<file path="config.mk">
export PLATFORM = sky130hd
export DESIGN_NAME = mem_access_ctrl
export DESIGN_NICKNAME = d
export VERILOG_FILES = /design/src/rtl/mem_access_ctrl.sv
export SDC_FILE = /design/constraint.sdc
export NUM_CORES = 1
export LEC_CHECK = 0
export BUFFER_PORTS_ARGS = -buffer_cell sky130_fd_sc_hd__clkbuf_2
export CORE_MARGIN = 2
export CORE_UTILIZATION = 41
export DETAILED_ROUTE_END_ITERATION = 16
export PLACE_DENSITY = 0.81
export SYNTH_ARGS = -nofsm -noshare
export SYNTH_HDL_FRONTEND = slang
export SYNTH_SLANG_ARGS = --single-unit
</file>
<file path="constraint.sdc">
create_clock -name clk -period 2.1 [get_ports clk]
set_input_delay 0.42 -clock clk [delete_from_list [all_inputs] [get_ports clk]]
set_output_delay 0.42 -clock clk [all_outputs]
set_load 0.1 [all_outputs]
</file>
<file path="src/rtl/mem_access_ctrl.sv">
// mem_access_ctrl: MEM-stage data-memory access controller with stall and MEM/WB register.
//
// Optional feature: define MEM_ACCESS_TIMEOUT_EN to add an 8-bit watchdog that
// abandons a memory access after 255 BUSY cycles without dm_ack.
//
// Ports:
//   clk, rst                  rising-edge clock, asynchronous active-low reset
//   valid_M, dm2reg_M, we_dm_M  MEM-stage valid / load / store
//   alu_out_M, wd_dm_M        effective address (or ALU result), store data
//   dm_ack, dm_rdata          memory completion and load data
//   dm_req, dm_we, dm_addr, dm_wdata  memory request
//   stall_M                   hold EX/MEM and upstream stages
//   valid_W, dm2reg_W, alu_out_W, rd_dm_W  MEM/WB register
//   misalign_W, timeout_W     retire status flags
module mem_access_ctrl (
  input  logic        clk,
  input  logic        rst,
  input  logic        valid_M,
  input  logic        dm2reg_M,
  input  logic        we_dm_M,
  input  logic [31:0] alu_out_M,
  input  logic [31:0] wd_dm_M,
  input  logic        dm_ack,
  input  logic [31:0] dm_rdata,
  output logic        dm_req,
  output logic        dm_we,
  output logic [31:0] dm_addr,
  output logic [31:0] dm_wdata,
  output logic        stall_M,
  output logic        valid_W,
  output logic        dm2reg_W,
  output logic [31:0] alu_out_W,
  output logic [31:0] rd_dm_W,
  output logic        misalign_W,
  output logic        timeout_W
);
  typedef enum logic {IDLE, BUSY} state_t;
  state_t state, state_nxt;
  logic mem_op, aligned, misaligned, tmo;
  assign mem_op     = valid_M & (dm2reg_M | we_dm_M);
  assign aligned    = alu_out_M[1:0] == 2'b00;
  assign misaligned = mem_op & ~aligned;
  assign dm_we      = we_dm_M;
  assign dm_addr    = alu_out_M;
  assign dm_wdata   = wd_dm_M;
`ifdef MEM_ACCESS_TIMEOUT_EN
  logic [7:0] cnt;
  // Counter sits at zero outside BUSY, so it is already clear on entry.
  always_ff @(posedge clk or negedge rst)
    if (!rst) cnt <= '0;
    else if (state == BUSY && !dm_ack) cnt <= cnt + 8'd1;
    else cnt <= '0;
  // An ack arriving at count 255 takes priority over the timeout.
  assign tmo = (state == BUSY) & ~dm_ack & (cnt == 8'hff);
  always_ff @(posedge clk or negedge rst)
    if (!rst) timeout_W <= 1'b0;
    else if (!stall_M) timeout_W <= tmo;
`else
  assign tmo       = 1'b0;
  assign timeout_W = 1'b0;
`endif
  always_ff @(posedge clk or negedge rst)
    if (!rst) state <= IDLE;
    else state <= state_nxt;
  always_comb
    state_nxt = (state == IDLE) ? ((mem_op & aligned) ? BUSY : IDLE)
                                : ((dm_ack | tmo) ? IDLE : BUSY);
  // Stall is forced low during reset even though inputs may show a memory op.
  always_comb begin
    dm_req  = state == BUSY;
    stall_M = rst & ((state == IDLE) ? (mem_op & aligned) : (~dm_ack & ~tmo));
  end
  always_ff @(posedge clk or negedge rst)
    if (!rst) begin
      valid_W    <= 1'b0;
      dm2reg_W   <= 1'b0;
      alu_out_W  <= '0;
      misalign_W <= 1'b0;
    end else if (stall_M) begin
      valid_W <= 1'b0;
    end else begin
      valid_W    <= valid_M & ~misaligned & ~tmo;
      dm2reg_W   <= dm2reg_M;
      alu_out_W  <= alu_out_M;
      misalign_W <= misaligned;
    end
  always_ff @(posedge clk or negedge rst)
    if (!rst) rd_dm_W <= '0;
    else if (state == BUSY && dm_ack && !we_dm_M) rd_dm_W <= dm_rdata;
endmodule

</file>
==> summary.txt <==
Outcome
  – Outcome: complete, but fails checks
  – Failing checks: negative setup slack

Power and ir drop
  – Pint: 2.60 mW
  – Clock power frac: 19.1%
  – Pwr per Cell Area: between 1000 and 1500 mW/mm^2
  – Switching share of power: a little over half
  – Net Sw Power: between 3 and 4 mW
  – Logic pwr share: approximately 51%
  – Leak: about 2.1 nW
  – Maximum vdd ir drop: ~1200 uV
  – Reg power frac: between 30% and 40%

CTS
  – Max clock buf depth: 2
  – CTS tree: built
  – Sink Count: 68
  – Clk pin slew, worst setup/hold paths: approximately 0.08 ns
  – H-Tree Depth: 3
  – Hold_buf cts: 0
  – Clk_lat worst skew: around 0.33 ns
  – CTS Buf Count: 9
  – Clk root buf: clkbuf_8

Job
  – Total of max-cap violations: 0

Critical path
  – Max incr delay on CP: roughly 0.50 ns
  – Most frequent CP cell: buf_12
  – FF-to-FF End: alu_out_W[17]$_DFFE_PN0N_
  – Worst Path Required: 1.68 ns
  – CP Launch Point: dm_req$_DFF_PN0_
  – Crit-path max FO: 2
  – Crit-path cells: or4b_4 > o22ai_4 > buf_12 > buf_12
  – Register-to-Register Path Depth: 6
  – Worst Path Class, Setup: flip-flop to output pin
  – FF-to-FF Start: dm_req$_DFF_PN0_
  – Worst setup endpoint: stall_M
  – Critical path's top delay family: simple AND/OR/NAND/NOR gates
  – Slowest stage cell, crit path: or4b_4
  – Critical Path AT: 1.73 ns
  – Worst path bufs/invs: 2
  – Reg2Reg Setup Slack: ~0.04 ns
  – Worst Setup End Kind: output pin
  – Crit start category: flip-flop
  – Critical path depth: 4

Synth
  – Post-Synth XOR/XNOR Area: 0%
  – Mapped Cells: around 220
  – Adder-Cell Fraction of Synth Area: 0%
  – Multiplexer share of the synthesized area: approximately a quarter
  – YS warnings: 0
  – Syn_nets: ~320
  – Post-synthesis compound-gate area fraction: around 1.1%
  – Avg Cell Area, Syn: approximately 15 sq um
  – #FFs+latches synth: 68
  – Synth Area in Simple Gates: approximately 1.3%
  – Synth Cell Area: 0.00320 sq mm
  – Largest family of logic cells by synthesized area: multiplexers
  – Sequential area share after synthesis: roughly 53%
  – Count of cell types in the netlist: 17

Min path
  – Hold Path Class: primary input to asynchronous set/reset pin

Route
  – Final wirelength: between 6000 and 7000 um
  – Vias: roughly 2,000
  – Post-DR wirelength/cell: around 15 um
  – 1st-iter DRT viols: 57
  – Remaining DRCs: 0
  – DR vias/cell: roughly 4.6
  – ANT nets after route: 0
  – Detailed Routing Iterations Pass 1: 4

Floorplan
  – Row Count: 32
  – DIE HEIGHT: between 90 and 100 um
  – I/O Pins: ~240
  – DIE WIDTH: 92.4 um
  – Initial core utilization: approximately two fifths
  – Total Die Area: ~0.0085 sq mm
  – Total core area: ~0.0076 sq mm

Placement
  – Port bufs: roughly 170
  – Placed Cells: about 430
  – HPWL Detailed: around 4900 um
  – Routability Congestion: approximately 0.70

STA
  – Skew final: around 0.010 ns
  – Final Hold Vio Count: 0
  – Final Slew Violations: 0
  – Fin crit period: roughly 2.2 ns
  – Setup ws final: -0.0525 ns
  – Pin slew with the least headroom to its limit: 0.837 ns
  – F_max: 465 MHz
  – Final worst path period share: 103%
  – Final setup fails: 1
  – RSZ-0062 raised after global routing: true
  – Max_slew headroom: 44.2%

Global route
  – Largest net degree at the start of global routing: a little under 70
  – Tot GR Track Use: between 10% and 20%
  – Vias in the first global route: about 2,000
  – Initial antenna violation count: 0
  – First-pass GRT wire length: approximately 10,000 um
  – GRT Residual Overflow: 0

Cells and area
  – Post-layout util: about half
  – Final nets: roughly 440
  – Commonest non-fill, non-tap cells in the layout: clkbuf_2 (169), dfrtp_1 (67), mux2_2 (38), mux2_4 (28), buf_4 (12)
  – Fraction of layout cells with a size suffix above 1: 78.0%
  – Area growth, synth to finish: 24.2%
  – Non-filler instance count after layout: 448
  – Fill cell count: 665
  – Commonest non-fill, non-tap cell in the layout: clkbuf_2
  – # diodes: 0
[kinds of logic (layout without fill, tap and decap cells)]
group	Yosys count	in the layout
other cells	1	1
flops	68	68
simple gates	6	6
compound gates	3	3
buf+inv	73	202
mux	66	66
[metrics by stage]
step           TNS, ns  setup WS [ns]  instance area, sq um  hold slack [ns]  power [mW]
6_report       -0.0525        -0.0525                  3970            0.294        5.63
3_3_place_gp         0          0.111                  3740            0.488        4.55
3_5_place_dp         0         0.0779                  3740            0.493        4.58
2_1_floorplan   -0.502        -0.0575                  3200            0.124        4.43
5_1_grt         -0.142         -0.106                  3970            0.298        5.84
4_1_cts        -0.0909        -0.0857                  3970            0.294        5.69
[synthesized netlist by cell type, drive strengths merged]
library cell	count	area, sq um
conb	1	3.75
o41ai	1	8.76
inv	1	3.75
nand3b	1	7.51
o22ai	1	20.0
clkbuf	2	7.51
dfrtp	68	1700
nand2b	1	6.26
mux2	66	848
nor2	2	7.51
buf	70	559
nor3b	1	7.51
or4b	1	13.8
o21ai	1	5.00
[state kept, by name, indices dropped and copies added (netlist names)]
signal,cells
dm_req,1
misalign_W,1
valid_W,1
rd_dm_W,32
alu_out_W,32
dm2reg_W,1
[timing repair]
action,4_1_cts,5_1_grt
buffers inserted,4,0
endpoints found under the setup margin,1,9
gates resized for setup,0,1
[worst min path at each step]
stage	endpoint	cells past startpoint
2_1_floorplan	alu_out_W[0]$_DFFE_PN0N_	0
3_3_place_gp	rd_dm_W[26]$_DFFE_PN0P_	1
3_5_place_dp	alu_out_W[15]$_DFFE_PN0N_	1
4_1_cts	rd_dm_W[12]$_DFFE_PN0P_	2
5_1_grt	rd_dm_W[28]$_DFFE_PN0P_	2
6_report	alu_out_W[27]$_DFFE_PN0N_	2
[power groups by stage]
stage / Sequential, mW / Combinational (mW) / Clock, mW
finish: 1.69 / 2.86 / 1.07
global route: 1.72 / 2.93 / 1.18
CTS: 1.69 / 2.88 / 1.12
detailed placement: 1.71 / 2.87 / 0
global placement: 1.71 / 2.85 / 0
floorplan: 3.54 / 0.893 / 0
[final cells by class]
type | count | area, sq um | share of cell area, %
Sequential cell | 68 | 1710 | 42.9
Multi-Input combinational cell | 76 | 928 | 23.4
Timing Repair Buffer | 185 | 1010 | 25.3
Clock buffer | 10 | 138 | 3.46
Clock inverter | 6 | 63.8 | 1.61
Tap cell | 102 | 128 | 3.21
Inverter | 1 | 3.75 | 0.0945
[layer usage]
layer,wire length [um],share of wire (%),up-vias,GRT usage [%]
li1,-,-,915,-
met1,2590,39,971,19.1
met2,3270,50,137,24.9
met3,627,9.5,16,4.80
met4,112,1.7,0,6.97
met5,0,0,-,0
(Power assumes the default switching activity.)
